==> config.mk <==
export PLATFORM = sky130hd
export DESIGN_NAME = dll_rx_ack_nak_flat
export DESIGN_NICKNAME = d
export VERILOG_FILES = /design/src/rtl/dll_rx_ack_nak_if.sv /design/src/rtl/dll_rx_ack_nak.sv /design/src/flat_wrapper.sv
export SDC_FILE = /design/constraint.sdc
export NUM_CORES = 1
export LEC_CHECK = 0
export ABC_AREA = 1
export CAP_MARGIN = 20
export CORE_AREA = 2 2 220 222
export CTS_CLUSTER_DIAMETER = 50
export DETAILED_ROUTE_END_ITERATION = 8
export DIE_AREA = 0 0 222 224
export GPL_TIMING_DRIVEN = 0
export SLEW_MARGIN = 10
export SYNTH_ARGS = -nofsm -noshare
export SYNTH_HDL_FRONTEND = slang
export SYNTH_SLANG_ARGS = --single-unit
export TNS_END_PERCENT = 1
==> constraint.sdc <==
create_clock -name clk -period 4.7 [get_ports clk]
set_input_delay 0.705 -clock clk [delete_from_list [all_inputs] [get_ports clk]]
set_output_delay 0.705 -clock clk [all_outputs]
set_load 0.005 [all_outputs]
==> src/rtl/dll_rx_ack_nak_if.sv <==
// dll_rx_ack_nak_if: EP ingress, TL egress and Ack/Nak DLLP request bundle for dll_rx_ack_nak
// DLL_RX_STATS_EN adds the stat_good_o/stat_bad_o/stat_dup_o counter outputs.
interface dll_rx_ack_nak_if #(
  parameter int DATA_W = 256,
  parameter int SEQ_W  = 12
);
  logic              link_active_i;
  logic              rx_valid_i;
  logic              rx_sop_i;
  logic              rx_eop_i;
  logic [DATA_W-1:0] rx_data_i;
  logic [SEQ_W-1:0]  rx_seq_i;
  logic              rx_lcrc_ok_i;
  logic              tl_valid_o;
  logic              tl_sop_o;
  logic              tl_eop_o;
  logic [DATA_W-1:0] tl_data_o;
  logic              tl_commit_o;
  logic              tl_abort_o;
  logic              dllp_req_o;
  logic              dllp_nak_o;
  logic [SEQ_W-1:0]  dllp_seq_o;
  logic              dllp_ack_i;
  logic [SEQ_W-1:0]  next_rcv_seq_o;
`ifdef DLL_RX_STATS_EN
  logic [15:0]       stat_good_o;
  logic [15:0]       stat_bad_o;
  logic [15:0]       stat_dup_o;
`endif
  modport master (
    output link_active_i, rx_valid_i, rx_sop_i, rx_eop_i, rx_data_i, rx_seq_i, rx_lcrc_ok_i, dllp_ack_i,
    input  tl_valid_o, tl_sop_o, tl_eop_o, tl_data_o, tl_commit_o, tl_abort_o,
    input  dllp_req_o, dllp_nak_o, dllp_seq_o, next_rcv_seq_o
`ifdef DLL_RX_STATS_EN
    , input stat_good_o, stat_bad_o, stat_dup_o
`endif
  );
  modport slave (
    input  link_active_i, rx_valid_i, rx_sop_i, rx_eop_i, rx_data_i, rx_seq_i, rx_lcrc_ok_i, dllp_ack_i,
    output tl_valid_o, tl_sop_o, tl_eop_o, tl_data_o, tl_commit_o, tl_abort_o,
    output dllp_req_o, dllp_nak_o, dllp_seq_o, next_rcv_seq_o
`ifdef DLL_RX_STATS_EN
    , output stat_good_o, stat_bad_o, stat_dup_o
`endif
  );
endinterface

==> src/rtl/dll_rx_ack_nak.sv <==
// dll_rx_ack_nak: PCIe DLL receive TLP checker (NRS/LCRC) with TL commit/abort and Ack/Nak scheduling
// DLL_RX_STATS_EN adds saturating good/bad/duplicate TLP counters.
module dll_rx_ack_nak #(
  parameter int DATA_W  = 256,
  parameter int SEQ_W   = 12,
  parameter int ACK_LAT = 64
) (
  input logic            clk,
  input logic            rst,
  dll_rx_ack_nak_if.slave bus
);
  localparam int TW = $clog2(ACK_LAT);
  localparam logic [TW-1:0] TMAX = TW'(ACK_LAT - 1);
  localparam logic [SEQ_W-1:0] HALF = SEQ_W'(1) << (SEQ_W - 1);
  typedef enum logic {IDLE, IN_TLP} pkt_t;
  typedef enum logic [1:0] {NONE, ACK_PEND, NAK_PEND} dllp_t;
  pkt_t pkt;
  dllp_t dst, dhs, dnxt;
  logic [SEQ_W-1:0] nrs, seq_r, seq_e, d;
  logic [TW-1:0] timer;
  logic nak_sched, unacked, clr, fwd, prev_bad, eval, commit, dup_ev, bad_ev, hs, expire, sched_nak, sched_ack;
  always_comb begin
    clr = rst | ~bus.link_active_i;
    fwd = bus.rx_valid_i & (bus.rx_sop_i | (pkt == IN_TLP));
    prev_bad = bus.rx_valid_i & bus.rx_sop_i & (pkt == IN_TLP);
    eval = fwd & bus.rx_eop_i;
    seq_e = bus.rx_sop_i ? bus.rx_seq_i : seq_r;
    d = nrs - seq_e;
    commit = eval & bus.rx_lcrc_ok_i & (d == '0);
    dup_ev = eval & bus.rx_lcrc_ok_i & (d != '0) & (d <= HALF);
    bad_ev = eval & ~commit & ~dup_ev;
    hs = (dst != NONE) & bus.dllp_ack_i;
    expire = unacked & (timer == TMAX);
    sched_nak = (prev_bad | bad_ev) & ~nak_sched;
    sched_ack = dup_ev | expire;
    // a completed handshake frees the slot so a same-cycle schedule is raised straight away
    dhs = hs ? NONE : dst;
    dnxt = sched_nak ? NAK_PEND : (sched_ack && dhs == NONE) ? ACK_PEND : dhs;
    bus.dllp_seq_o = nrs - 1'b1;
    bus.next_rcv_seq_o = nrs;
  end
  always_ff @(posedge clk) begin
    if (clr) begin
      pkt <= IDLE;
      dst <= NONE;
      seq_r <= '0;
      nrs <= '0;
      nak_sched <= 1'b0;
      unacked <= 1'b0;
      timer <= '0;
      bus.tl_valid_o <= 1'b0;
      bus.tl_sop_o <= 1'b0;
      bus.tl_eop_o <= 1'b0;
      bus.tl_data_o <= '0;
      bus.tl_commit_o <= 1'b0;
      bus.tl_abort_o <= 1'b0;
      bus.dllp_req_o <= 1'b0;
      bus.dllp_nak_o <= 1'b0;
    end else begin
      pkt <= eval ? IDLE : (bus.rx_valid_i & bus.rx_sop_i) ? IN_TLP : pkt;
      seq_r <= (bus.rx_valid_i & bus.rx_sop_i) ? bus.rx_seq_i : seq_r;
      nrs <= commit ? nrs + 1'b1 : nrs;
      nak_sched <= commit ? 1'b0 : (prev_bad | bad_ev) ? 1'b1 : nak_sched;
      unacked <= commit | (unacked & ~hs);
      timer <= (hs | expire | ~unacked) ? '0 : timer + 1'b1;
      dst <= dnxt;
      bus.tl_valid_o <= fwd;
      bus.tl_sop_o <= fwd & bus.rx_sop_i;
      bus.tl_eop_o <= eval;
      bus.tl_data_o <= bus.rx_data_i;
      bus.tl_commit_o <= commit;
      bus.tl_abort_o <= prev_bad | bad_ev | dup_ev;
      bus.dllp_req_o <= dnxt != NONE;
      bus.dllp_nak_o <= dnxt == NAK_PEND;
    end
  end
`ifdef DLL_RX_STATS_EN
  always_ff @(posedge clk) begin
    if (clr) begin
      bus.stat_good_o <= '0;
      bus.stat_bad_o <= '0;
      bus.stat_dup_o <= '0;
    end else begin
      bus.stat_good_o <= bus.stat_good_o + 16'(commit & ~&bus.stat_good_o);
      bus.stat_bad_o <= bus.stat_bad_o + 16'((prev_bad | bad_ev) & ~&bus.stat_bad_o);
      bus.stat_dup_o <= bus.stat_dup_o + 16'(dup_ev & ~&bus.stat_dup_o);
    end
  end
`endif
endmodule

==> src/flat_wrapper.sv <==
// flat-port wrapper written by rule: the top's interface ports become plain ports
module dll_rx_ack_nak_flat 
#(
  parameter int DATA_W  = 256,
  parameter int SEQ_W   = 12,
  parameter int ACK_LAT = 64
)
  (clk, rst, bus_link_active_i, bus_rx_valid_i, bus_rx_sop_i, bus_rx_eop_i, bus_rx_data_i, bus_rx_seq_i, bus_rx_lcrc_ok_i, bus_dllp_ack_i, bus_tl_valid_o, bus_tl_sop_o, bus_tl_eop_o, bus_tl_data_o, bus_tl_commit_o, bus_tl_abort_o, bus_dllp_req_o, bus_dllp_nak_o, bus_dllp_seq_o, bus_next_rcv_seq_o);
  dll_rx_ack_nak_if #(.DATA_W(DATA_W), .SEQ_W(SEQ_W)) bus_i ();
  input logic clk;
  input logic rst;
  input wire logic [$bits(bus_i.link_active_i)-1:0] bus_link_active_i;
  input wire logic [$bits(bus_i.rx_valid_i)-1:0] bus_rx_valid_i;
  input wire logic [$bits(bus_i.rx_sop_i)-1:0] bus_rx_sop_i;
  input wire logic [$bits(bus_i.rx_eop_i)-1:0] bus_rx_eop_i;
  input wire logic [$bits(bus_i.rx_data_i)-1:0] bus_rx_data_i;
  input wire logic [$bits(bus_i.rx_seq_i)-1:0] bus_rx_seq_i;
  input wire logic [$bits(bus_i.rx_lcrc_ok_i)-1:0] bus_rx_lcrc_ok_i;
  input wire logic [$bits(bus_i.dllp_ack_i)-1:0] bus_dllp_ack_i;
  output wire logic [$bits(bus_i.tl_valid_o)-1:0] bus_tl_valid_o;
  output wire logic [$bits(bus_i.tl_sop_o)-1:0] bus_tl_sop_o;
  output wire logic [$bits(bus_i.tl_eop_o)-1:0] bus_tl_eop_o;
  output wire logic [$bits(bus_i.tl_data_o)-1:0] bus_tl_data_o;
  output wire logic [$bits(bus_i.tl_commit_o)-1:0] bus_tl_commit_o;
  output wire logic [$bits(bus_i.tl_abort_o)-1:0] bus_tl_abort_o;
  output wire logic [$bits(bus_i.dllp_req_o)-1:0] bus_dllp_req_o;
  output wire logic [$bits(bus_i.dllp_nak_o)-1:0] bus_dllp_nak_o;
  output wire logic [$bits(bus_i.dllp_seq_o)-1:0] bus_dllp_seq_o;
  output wire logic [$bits(bus_i.next_rcv_seq_o)-1:0] bus_next_rcv_seq_o;
  assign bus_i.link_active_i = bus_link_active_i;
  assign bus_i.rx_valid_i = bus_rx_valid_i;
  assign bus_i.rx_sop_i = bus_rx_sop_i;
  assign bus_i.rx_eop_i = bus_rx_eop_i;
  assign bus_i.rx_data_i = bus_rx_data_i;
  assign bus_i.rx_seq_i = bus_rx_seq_i;
  assign bus_i.rx_lcrc_ok_i = bus_rx_lcrc_ok_i;
  assign bus_i.dllp_ack_i = bus_dllp_ack_i;
  assign bus_tl_valid_o = bus_i.tl_valid_o;
  assign bus_tl_sop_o = bus_i.tl_sop_o;
  assign bus_tl_eop_o = bus_i.tl_eop_o;
  assign bus_tl_data_o = bus_i.tl_data_o;
  assign bus_tl_commit_o = bus_i.tl_commit_o;
  assign bus_tl_abort_o = bus_i.tl_abort_o;
  assign bus_dllp_req_o = bus_i.dllp_req_o;
  assign bus_dllp_nak_o = bus_i.dllp_nak_o;
  assign bus_dllp_seq_o = bus_i.dllp_seq_o;
  assign bus_next_rcv_seq_o = bus_i.next_rcv_seq_o;
  dll_rx_ack_nak #(.DATA_W(DATA_W), .SEQ_W(SEQ_W), .ACK_LAT(ACK_LAT)) u_core (.clk(clk), .rst(rst), .bus(bus_i));
endmodule
-- Word level (Yosys, flattened, before mapping)
Cells that the tools add are included.
- register bits: 298
- input bits: 276
- output and inout bits: 287
- logic and storage cells: 64
- $add $sub $neg: 4
- magnitude comparators: 1
- equal/unequal tests: 2
- multiplexer cells: 4
- bitwise gates (word level): 29
- reductions and logical operators: 9
- operators by type and width (cell ; count):
    $and A1 B1 Y1 ; 15
    $add A12 B1 Y12 const B ; 1
    $le A12 B12 Y1 const B ; 1
    $logic_not A12 Y1 ; 1
    $mux W12 ; 1
    $reduce_bool A12 Y1 ; 1
    $sub A12 B1 Y12 const B ; 1
    $sub A12 B12 Y12 ; 1
    $or A1 B1 Y1 ; 8
    $add A6 B1 Y6 const B ; 1
    $eq A6 B6 Y1 const B ; 1
    $mux W2 ; 3
    $not A1 Y1 ; 6
    $reduce_or A2 Y1 ; 3
    $reduce_bool A2 Y1 ; 2
    $eq A2 B2 Y1 const B ; 1
    $logic_not A2 Y1 ; 1
    $logic_and A1 B1 Y1 ; 1

-- Longest topological paths before layout
Gate-level depths: netlist of the first run.
- depth in word-level cells: 12
- depth in mapped cells: 24
- mapped depth without buffers: 23

-- Least setup slack after synthesis of the first run
Ideal clock, no wire load.
- path type: input -> register
- start point: input port bus_rx_sop_i
- end point: register u_core.bus.dllp_req_o
- library setup time: 113 ps
- arrival: 2752 ps
- required time: 4587 ps
- setup slack: 1835 ps
- cell stages on the path: 23
- path buffers: 1
- cell sequence: inv_1 clkbuf_1 nand2_1 o21ai_0 ha_1 nand2_1 nand2_1 inv_1 nand2_1 nand2_1 nand2_1 nor2_1 nand2_1 nor3_4 nand2_1 nand2_1 nand3_2 nand2_2 nand2_2 nand2_4 nand2_2 nand2_2 nand2_1
- word-level cells in the longest chain between the ends: 12
- elaborated cells on any way between the ends: 25
- those cells by class: add/sub: 1; order compare: 1; mux: 3; bitwise: 16; reduce/logical: 4
- ends and longest elaborated chain (element ; RTL line ; source):
    start: declaration ; flat_wrapper.sv:14 ; input wire logic [$bits(bus_i.rx_sop_i)-1:0] bus_rx_sop_i;
    branches (longest 10 deep; another with $sub A12 B12 Y12) ; n/a ;
    $mux W2 * ; dll_rx_ack_nak.sv:38 ; dnxt = sched_nak ? NAK_PEND : (sched_ack && dhs == NONE) ? ACK_PEND : dhs;
    $reduce_bool A2 Y1 * ; dll_rx_ack_nak.sv:73 ; bus.dllp_req_o <= dnxt != NONE;
    end signal: assignment ; dll_rx_ack_nak.sv:57 ; bus.dllp_req_o <= 1'b0;
    end signal: assignment ; dll_rx_ack_nak.sv:73 ;
    end: declaration ; dll_rx_ack_nak_if.sv:41 ; output dllp_req_o, dllp_nak_o, dllp_seq_o, next_rcv_seq_o
Every way passes the cells marked *.
A chain may end at the register's enable or synchronous reset.

-- Final worst setup path of the first run
- start point: register u_core.nrs[2] (netlist: u_core.bus.next_rcv_seq_o[2])
- end point: output port bus_dllp_seq_o[11]
- word-level cells in the longest chain between the ends: 1
- ends and longest elaborated chain (element ; RTL line ; source):
    start: declaration ; dll_rx_ack_nak.sv:19 ; logic [SEQ_W-1:0] nrs, seq_r, seq_e, d;
    start signal: assignment ; dll_rx_ack_nak.sv:62 ; nrs <= commit ? nrs + 1'b1 : nrs;
    $sub A12 B1 Y12 ; dll_rx_ack_nak.sv:39 ; bus.dllp_seq_o = nrs - 1'b1;
    end: declaration ; flat_wrapper.sv:28 ; output wire logic [$bits(bus_i.dllp_seq_o)-1:0] bus_dllp_seq_o;
No other way between the ends.

==> results of run 1 <==
-- synthesized netlist by cell type (all sizes together) --
| cell | instances |
|---|---|
| or2 | 1 |
| nor3b | 2 |
| nand3b | 2 |
| nand2 | 135 |
| nor2 | 287 |
| dfxtp | 298 |
| o22ai | 1 |
| ha | 17 |
| nand3 | 29 |
| buf | 6 |
| nor4 | 2 |
| inv | 335 |
| nand4 | 10 |
| o21bai | 1 |
| xor2 | 16 |
| and2 | 1 |
| o21ai | 29 |
| xnor2 | 2 |
| a21oi | 24 |
| nor3 | 11 |
| clkbuf | 32 |
-- worst max-delay path, stage by stage, from the launching register on --
cell             delay, ns
dfxtp_1               0.35
clkbuf_1              0.19
nor2_1                0.15
inv_1                 0.06
nor2_1                0.09
nand2_1               0.08
nor4_1                0.34
nand3_1               0.22
nor3_1                0.22
xor2_1                0.27
clkdlybuf4s50_1       0.55
-- how the worst min path moves through the flow --
stage / startpoint / end / slack (ns)
after floorplan: u_core.seq_r[0]$_SDFFE_PP0P_ / u_core.seq_r[0]$_SDFFE_PP0P_ / 0.42
after global placement: u_core.seq_r[8]$_SDFFE_PP0P_ / u_core.seq_r[8]$_SDFFE_PP0P_ / 0.44
after detailed placement: u_core.seq_r[10]$_SDFFE_PP0P_ / u_core.seq_r[10]$_SDFFE_PP0P_ / 0.44
after CTS: u_core.seq_r[10]$_SDFFE_PP0P_ / u_core.seq_r[10]$_SDFFE_PP0P_ / 0.45
after global routing: u_core.seq_r[8]$_SDFFE_PP0P_ / u_core.seq_r[8]$_SDFFE_PP0P_ / 0.48
final: u_core.seq_r[10]$_SDFFE_PP0P_ / u_core.seq_r[10]$_SDFFE_PP0P_ / 0.45
-- placed cells by master (no fill, tap or decap), types with 5 or more instances in the layout --
master           Yosys  final
a21oi_1             24     24
clkbuf_1            32     42
clkbuf_16            0     45
clkbuf_8             0      7
clkdlybuf4s50_1      0    562
clkinv_2             0      5
dfxtp_1            298    298
ha_1                17     17
inv_1              331    331
nand2_1            123    123
nand2_2             11     11
nand3_1             26     26
nand4_1              9      9
nor2_1             283    283
nor3_1               9      9
o21ai_0             29     29
xor2_1              16     16
-- where the power goes --
| part | internal [W] | total (W) | switching [W] |
|---|---|---|---|
| Combinational | 0.000406 | 0.000663 | 0.000257 |
| Sequential | 0.00262 | 0.00265 | 0.0000251 |
| Clock | 0.00193 | 0.00313 | 0.00120 |
-- state kept, by name, indices dropped and copies added (netlist names) --
register,flops
u_core.nak_sched,1
u_core.bus.tl_abort_o,1
u_core.timer,6
u_core.bus.tl_valid_o,1
u_core.bus.tl_commit_o,1
u_core.bus.tl_sop_o,1
u_core.dst,2
u_core.bus.dllp_nak_o,1
u_core.bus.dllp_req_o,1
u_core.pkt,1
u_core.bus.tl_data_o,256
u_core.seq_r,12
u_core.unacked,1
u_core.bus.tl_eop_o,1
u_core.bus.next_rcv_seq_o,12
-- logic make-up after synthesis --
family | after synthesis
adders and majority gates | 17
xor gates and xnor gates | 18
AOI/OAI and AO/OA | 55
buffers and inverters | 373
DFF | 298
and+or+nand+nor | 480
-- per-stage QoR --
step	cells	hold WS, ns	power [W]	worst slack, ns	area [µm²]
2_1_floorplan	1241	0.425	0.00288	1.83	10000
3_3_place_gp	2418	0.436	0.00336	0.666	16400
3_5_place_dp	2418	0.440	0.00337	0.621	16400
4_1_cts	2495	0.449	0.00654	0.832	17800
5_1_grt	2495	0.476	0.00670	0.569	17800
6_report	2495	0.449	0.00644	0.933	17800
-- metal layers --
layer / track usage [%] / vias up / share of wire, %
li1: - / 4755 / -
met1: 15.2 / 4113 / 37
met2: 25.0 / 372 / 49
met3: 5.36 / 84 / 9.0
met4: 7.04 / 6 / 4.0
met5: 0 / - / 0.10
-- area by class of cell --
cell class | instances | area, µm² | share of cell area (%)
timing repair buffer | 562 | 5630 | 31.6
tap | 615 | 769 | 4.32
sequential | 298 | 5970 | 33.5
clock inverter | 15 | 139 | 0.780
clock buffer | 62 | 1260 | 7.07
multi-input combinational | 570 | 2650 | 14.8
inverter | 335 | 1260 | 7.06
buffer | 38 | 151 | 0.850
==> qor.yml, run 1 <==
outcome:
  status: "completed"
sta:
  tightest_slew_ns: 0.942
  hold_violations: 0
  fin_crit_sh_pct: 80.2
  period_minus_slack_ns: 3.77
  rsz0062_at_grt: "false"
  setup_viol: 0
  slew_viol_final: 0
  relSlewSlack_pct: 37.2
  timing.setup.tns_ns: 0
  fmax_mhz: 265
  fin_skew_ns: 0.0106
clock_network:
  ctsResizeCount: 0
  h-tree-depth: 2
  clk_pin_slew_worst_paths_ns: 0.05
  clock_sinks: 298
  ctsHoldBuffers: 0
  postCtsSetupRepairBufs: 0
  clk_latency_ns: 0.53
  numCtsBuffers: 43
  cts_root_buffer: "clkbuf_16"
  cts_tree: "built"
  cts.path.max_buffers: 3
yosys:
  synth_area_leaders: "dfxtp_1, inv_1, nor2_1"
  synth_seq_cells: 298
  synthesis.area_um2: 10000
  synthMuxAreaShare_pct: 0
  synth_compound_area_share_pct: 2.78
  synth-warning-count: 0
  yosys.area_share.simple_pct: 19.9
  synth_top_area_share_pct: 59.5
  synth-xor-area-share_pct: 1.57
  synth_top_family_by_area: "simple AND/OR/NAND/NOR gates"
  ys_seq_area_share_pct: 59.5
  syn_nets: 1534
  synth_fa_ha_area_share_pct: 2.12
  avgSynthCellArea_um2: 8.07
  yosysTopAreaCell: "dfxtp_1"
  ys_types: 31
  synthesis.instances: 1241
setup_path:
  setup.worst_path.end_class: "primary output"
  rrSetupSlack_ns: 2.13
  worstReg2RegEnd: "u_core.nak_sched$_SDFFE_PP0P_"
  cp-start-kind: "flip-flop"
  rr_worst_depth: 18
  critical_path_class: "reg2out"
  cp_max_fo: 6
  cp.required_ns: 3.99
  r2r_start: "u_core.seq_r[2]$_SDFFE_PP0P_"
  crit_path_start: "u_core.bus.next_rcv_seq_o[2]$_SDFFE_PP0P_"
  endpoint: "bus_dllp_seq_o[11]"
  arrival_ns: 3.06
route:
  num_vias: 9330
  dr.pass1.iters: 6
  drt-wirelength-per-cell_um: 14.8
  drt_iter0_markers: 409
  avgViaCountPerCell: 3.74
  drc: 0
  wirelength_mm: 36.8
  ant_nets: 0
global_routing:
  groute.usage.overall_pct: 14.3
  antenna_found_initial: 4
  grt_remaining_overflow: 0
  grt_pass1_vias: 9539
  grt_max_degree: 12
  grt_pass1_wl_mm: 54.2
job:
  cap_viol_max_count: 0
pwr:
  power_leakage_nw: 8.27
  powerDensity_nw_per_um2: 361
  ir_drop_mv: 0.304
finish:
  num-fill-cells: 4833
  final_util_pct: 37.6
  fin_nets: 2141
  drive_gt1_share_pct: 5.11
  diodes: 0
  synthToLayoutAreaGrowth_pct: 77.8
placement:
  place_congestion: 0.869
  place_hpwl_mm: 29.7
  port-buffer-count: 562
floorplan:
  num_io_pins: 563
  die_area_um2: 49700
  die_h_um: 224
  die_w_um: 222
  start_util_pct: 21.2
  rows: 80
  core_um2: 47300
hold_path:
  min_path_cells: 2
  worst_hold_path_type: "reg2reg"
Power figures use the tool's default switching activity.
==> run 2: changes to the inputs <==
CORE_AREA = 2 2 222 224   (was 2 2 220 222)
DIE_AREA = 0 0 224 226   (was 0 0 222 224)
clock period = 3.78 ns   (was 4.7 ns; I/O delays follow)
==> qor.yml, run 2 (synthesized netlist as in run 1, its figures left out) <==
setup_path:
  cp.required_ns: 3.21  # -0.78 ns
  setup.worst_path.end_class: "primary output"
  arrival_ns: 2.93  # -0.13 ns
  cp_max_fo: 6  # unchanged
  r2r_start: "u_core.seq_r[2]$_SDFFE_PP0P_"
  rrSetupSlack_ns: 1.20  # -0.93 ns
  worstReg2RegEnd: "u_core.bus.dllp_req_o$_SDFF_PP0_"
  crit_path_start: "u_core.bus.next_rcv_seq_o[2]$_SDFFE_PP0P_"
  critical_path_class: "reg2out"
  cp-start-kind: "flip-flop"
  rr_worst_depth: 22  # +4
pwr:
  ir_drop_mv: 0.324  # +6.6%
  powerDensity_nw_per_um2: 458  # +27%
  power_w: 0.00819  # +27%
  power_leakage_nw: 8.30  # +0.32%
placement:
  port-buffer-count: 562  # unchanged
  place_congestion: 0.882  # +1.5%
  dpl_cell_area_um2: 16400  # about the same
  place_hpwl_mm: 30.7  # +3.2%
hold_path:
  min_path_cells: 2  # unchanged
  worstHoldEndpoint: "u_core.seq_r[0]$_SDFFE_PP0P_"
  worst_hold_path_type: "reg2reg"
  worstHoldStart: "u_core.seq_r[0]$_SDFFE_PP0P_"
finish:
  postLayoutCellArea_um2: 17900  # +0.46%
  final_cell_mix: "clkdlybuf4s50_1, inv_1, dfxtp_1, nor2_1, nand2_1"
  final_common_cell: "clkdlybuf4s50_1"
  multi_input_area_um2: 2650  # +0.24%
  fin_nets: 2141  # unchanged
  synthToLayoutAreaGrowth_pct: 78.6
  num-fill-cells: 4896  # +1.3%
  top_register: "u_core.bus.tl_data_o"
  drive_gt1_share_pct: 5.48  # +0.37 points
  layout.area.seq_um2: 5970  # unchanged
  largest_reg_flops: 256  # unchanged
route:
  wirelength_mm: 38.0  # +3.2%
  drt-wirelength-per-cell_um: 15.2  # +2.7%
  drt_iter0_markers: 380  # -7.1%
  num_vias: 9364  # +0.36%
  avgViaCountPerCell: 3.74  # about the same
  ant_nets: 0  # unchanged
  dr.pass1.iters: 4  # -2
  drc: 0  # unchanged
global_routing:
  grt_remaining_overflow: 0  # unchanged
  antenna_found_initial: 6  # +2
  grt_pass1_wl_mm: 54.7  # +0.83%
  groute.usage.overall_pct: 14.3  # +0.036 points
  grt_pass1_vias: 9366  # -1.8%
  grt_max_degree: 14  # +2
sta:
  fmax_mhz: 286
  rsz0062_at_grt: "false"
  tightest_slew_ns: 1.02  # +0.0831 ns
  finalHoldWorstSlack_ns: 0.455  # +0.00542 ns
  slew_viol_final: 0  # unchanged
  fin_skew_ns: 0.00820  # -0.00241 ns
  fin_crit_sh_pct: 92.4
  period_minus_slack_ns: 3.49
  hold_violations: 0  # unchanged
  setup_viol: 0  # unchanged
  relSlewSlack_pct: 31.7  # -5.5 points
clock_network:
  cts_tree: "built"
  ctsHoldBuffers: 0  # unchanged
  clock_sinks: 298  # unchanged
  cts.path.max_buffers: 3  # unchanged
  clk_latency_ns: 0.54  # about the same
  numCtsBuffers: 43  # unchanged
  cts_root_buffer: "clkbuf_16"
  postCtsSetupRepairBufs: 0  # unchanged
  clk_pin_slew_worst_paths_ns: 0.05  # about the same
  h-tree-depth: 2  # unchanged
floorplan:
  die_area_um2: 50600  # +1.8%
  die_h_um: 226  # +0.89%
  num_io_pins: 563  # unchanged
  start_util_pct: 20.7  # -0.44 points
  die_w_um: 224  # +0.90%
  core_um2: 48300  # +2.1%
  rows: 81  # +1.3%
job:
  cap_viol_max_count: 0  # unchanged
outcome:
  status: "completed"
-- run 2: worst max path at each step --
stage | endpoint | slack (ns) | cells after the start
floorplan | u_core.bus.dllp_req_o$_SDFF_PP0_ | 1.05 | 23
global placement | u_core.nak_sched$_SDFFE_PP0P_ | -0.15 | 19
detailed placement | u_core.nak_sched$_SDFFE_PP0P_ | -0.14 | 19
CTS | bus_dllp_seq_o[11] | 0.07 | 10
global route | bus_dllp_seq_o[11] | 0.04 | 10
finish | bus_dllp_seq_o[11] | 0.29 | 10
-- run 2: timing repair --
item                                    in CTS  in global routing
resized for setup                            0                  1
hold endpoints to repair                     0                  0
endpoints found under the setup margin       0                  1
-- run 2: area by class of cell --
class                   count  area share [%]
flip-flops and latches    298            33.3
multi-input cells         570            14.8
clock inverters            28            1.82
inverters                 335            7.03
well taps                 622            4.35
clock buffers              50            6.33
repair buffers            562            31.4
plain buffers              38           0.846
diodes                      2          0.0280
-- run 2: worst max-delay path, cell delays in order, from the launching register on --
cell,delay [ns]
dfxtp_1,0.35
clkbuf_1,0.20
nor2_1,0.16
inv_1,0.07
nor2_1,0.08
nand2_1,0.09
nor4_2,0.23
nand3_1,0.19
nor3_1,0.21
xor2_1,0.25
clkdlybuf4s50_1,0.56
-- run 2: report_power, final --
part           switching (W)  internal [W]
logic               0.000324      0.000504
registers          0.0000308       0.00326
clock network        0.00159       0.00248
total                0.00195       0.00624
-- run 2: per-layer routing --
metal / global-route usage [%] / share of wire [%] / vias up / wire length [µm]
li1: - / - / 4760 / -
met4: 6.26 / 3.3 / 8 / 1250
met5: 0 / 0.15 / - / 56
met1: 15.7 / 38 / 4173 / 14400
met2: 25.1 / 50 / 356 / 19000
met3: 5.01 / 8.8 / 67 / 3330
-- run 2: through the flow --
stage / worst slack (ns) / TNS (ns) / util [%] / std cells
2_1_floorplan: 1.05 / 0 / - / 1241
3_3_place_gp: -0.145 / -1.41 / 34.0 / 2425
3_5_place_dp: -0.144 / -1.65 / 34.0 / 2425
4_1_cts: 0.0712 / 0 / 37.0 / 2503
5_1_grt: 0.0407 / 0 / 37.0 / 2504
6_report: 0.286 / 0 / 37.0 / 2505
==> run 3: changes to the inputs <==
CAP_MARGIN = 30   (was 20)
==> qor.yml, run 3 (synthesized netlist as in run 1, its figures left out) <==
sta:
  period_minus_slack_ns: 3.51  # +0.0125 ns
  finalHoldWorstSlack_ns: 0.449  # -0.00584 ns
  slew_viol_final: 0  # unchanged
  rsz0062_at_grt: "false"
  fmax_mhz: 285  # -0.35%
  relSlewSlack_pct: 48.5  # +17 points
  layout_setup_ws_ns: 0.273  # -0.0125 ns
  fin_crit_sh_pct: 92.8  # +0.33 points
  fin_skew_ns: 0.0135  # +0.00531 ns
  tightest_slew_ns: 0.773  # -0.252 ns
  setup_viol: 0  # unchanged
  hold_violations: 0  # unchanged
setup_path:
  cp.required_ns: 3.21  # about the same
  path_buf_inv: 3  # unchanged
  cp_top_family: "simple AND/OR/NAND/NOR gates"
  worstReg2RegEnd: "u_core.bus.dllp_req_o$_SDFF_PP0_"
  path_cells: "clkbuf_1 > nor2_1 > inv_1 > nor2_1 > nand2_1 > nor4_4 > nand3_1 > nor3_1 > xor2_1 > clkdlybuf4s50_1"
  cp-start-kind: "flip-flop"
  slowest_delay_ns: 0.56  # about the same
  slowest_stage: "clkdlybuf4s50_1"
  cp_max_fo: 6  # unchanged
  setup.worst_path.end_class: "primary output"
  worst_path_most_repeated_cell: "nor2_1"
  r2r_start: "u_core.seq_r[2]$_SDFFE_PP0P_"
  rr_worst_depth: 22  # unchanged
  arrival_ns: 2.94  # about the same
  critical_path_class: "reg2out"
  rrSetupSlack_ns: 1.21  # about the same
global_routing:
  grt_remaining_overflow: 0  # unchanged
  grtUsageMet2_pct: 25.0  # -0.030 points
  grt_pass1_vias: 9562  # +2.1%
  use_met3_pct: 5.30  # +0.29 points
  grt_pass1_wl_mm: 54.6  # -0.16%
  use_met1_pct: 15.7  # about the same
  grt_max_degree: 14  # unchanged
  grt.busiest_layer: "met2"
  antenna_found_initial: 4  # -2
  groute.usage.overall_pct: 14.3  # -0.032 points
route:
  ant_nets: 0  # unchanged
  drc: 0  # unchanged
  drt_iter0_markers: 376  # -1.1%
  num_vias: 9415  # +0.54%
  wirelength_mm: 37.9  # -0.19%
  drt-wirelength-per-cell_um: 15.1  # -0.15%
  avgViaCountPerCell: 3.76  # +0.58%
  dr.pass1.iters: 5  # +1
floorplan:
  core_um2: 48300  # unchanged
  die_area_um2: 50600  # unchanged
  start_util_pct: 20.7  # unchanged
  num_io_pins: 563  # unchanged
  die_h_um: 226  # unchanged
  rows: 81  # unchanged
  die_w_um: 224  # unchanged
clock_network:
  cts.path.max_buffers: 3  # unchanged
  numCtsBuffers: 41  # -4.7%
  ctsResizeCount: 0  # unchanged
  clk_pin_slew_worst_paths_ns: 0.05  # about the same
  cts_tree: "built"
  clock_sinks: 298  # unchanged
  ctsHoldBuffers: 0  # unchanged
  clk_latency_ns: 0.54  # about the same
  postCtsSetupRepairBufs: 0  # unchanged
  cts_root_buffer: "clkbuf_16"
  h-tree-depth: 2  # unchanged
finish:
  top_register: "u_core.bus.tl_data_o"
  final_util_pct: 36.9  # -0.12 points
  final_cell_mix: "clkdlybuf4s50_1, inv_1, dfxtp_1, nor2_1, nand2_1"
  final_common_cell: "clkdlybuf4s50_1"
  fin_nets: 2140  # -0.047%
  largest_reg_flops: 256  # unchanged
  synthToLayoutAreaGrowth_pct: 78.0
  drive_gt1_share_pct: 5.27  # -0.21 points
hold_path:
  worstHoldEndpoint: "u_core.seq_r[0]$_SDFFE_PP0P_"
  worst_hold_path_type: "reg2reg"
  min_path_cells: 2  # unchanged
  worstHoldStart: "u_core.seq_r[0]$_SDFFE_PP0P_"
placement:
  place_hpwl_mm: 30.8  # +0.45%
  place_congestion: 0.882  # unchanged
  port-buffer-count: 562  # unchanged
  place_ws_ns: -0.150  # -0.00563 ns
pwr:
  powerDensity_nw_per_um2: 449  # -2.0%
  power_leakage_nw: 8.28  # -0.17%
  power_w: 0.00800  # -2.3%
  ir_drop_mv: 0.365  # +13%
outcome:
  status: "completed"
job:
  cap_viol_max_count: 0  # unchanged
run 3: cell count changes in the layout (fill, tap and decap cells not counted), moves of 2 or more:
| cell | before | now |
|---|---|---|
| clkbuf_1 | 37 | 40 |
| clkinvlp_4 | 3 | 0 |
| inv_6 | 8 | 11 |
| inv_8 | 3 | 0 |
| clkbuf_8 | 1 | 3 |
| clkinv_8 | 2 | 0 |
run 3: layout make-up:
cell class	instances	area [µm²]
flip-flops and latches	298	5970
diodes	2	5.00
multi-input cells	570	2660
clock inverters	22	230
repair buffers	563	5640
well taps	622	778
plain buffers	38	151
fillers	4909	30500
inverters	335	1260
clock buffers	54	1150
run 3: power by group:
part	switching (W)	leakage, nW	internal [W]
clock network	0.00151	0.685	0.00238
logic	0.000323	5.15	0.000505
registers	0.0000309	2.44	0.00326
run 3: worst max path at each step:
| stage | startpoint | end | cells past startpoint |
|---|---|---|---|
| 6_report | u_core.bus.next_rcv_seq_o[2]$_SDFFE_PP0P_ | bus_dllp_seq_o[11] | 10 |
| 4_1_cts | u_core.bus.next_rcv_seq_o[2]$_SDFFE_PP0P_ | bus_dllp_seq_o[11] | 10 |
| 3_3_place_gp | bus_rx_sop_i | u_core.nak_sched$_SDFFE_PP0P_ | 19 |
| 2_1_floorplan | bus_rx_sop_i | u_core.bus.dllp_req_o$_SDFF_PP0_ | 23 |
| 5_1_grt | u_core.bus.next_rcv_seq_o[2]$_SDFFE_PP0P_ | bus_dllp_seq_o[11] | 10 |
| 3_5_place_dp | bus_rx_sop_i | u_core.nak_sched$_SDFFE_PP0P_ | 19 |
run 3: layer usage:
| metal | share of wire (%) | vias up | wire length (µm) |
|---|---|---|---|
| li1 | - | 4775 | - |
| met1 | 38 | 4190 | 14500 |
| met2 | 50 | 383 | 18900 |
| met3 | 8.5 | 63 | 3210 |
| met4 | 3.2 | 4 | 1200 |
| met5 | 0.069 | - | 26 |
run 3: per-stage QoR:
stage | cells | setup TNS, ns | cell area [µm²]
6_report | 2504 | 0 | 17800
2_1_floorplan | 1241 | 0 | 10000
4_1_cts | 2502 | 0 | 17800
5_1_grt | 2503 | 0 | 17800
3_3_place_gp | 2425 | -1.41 | 16400
3_5_place_dp | 2426 | -1.64 | 16400
run 3: tightest hold or removal path, stage by stage (launching register included):
cell	delay, ns
dfxtp_1	0.29
inv_1	0.05
a21oi_1	0.05
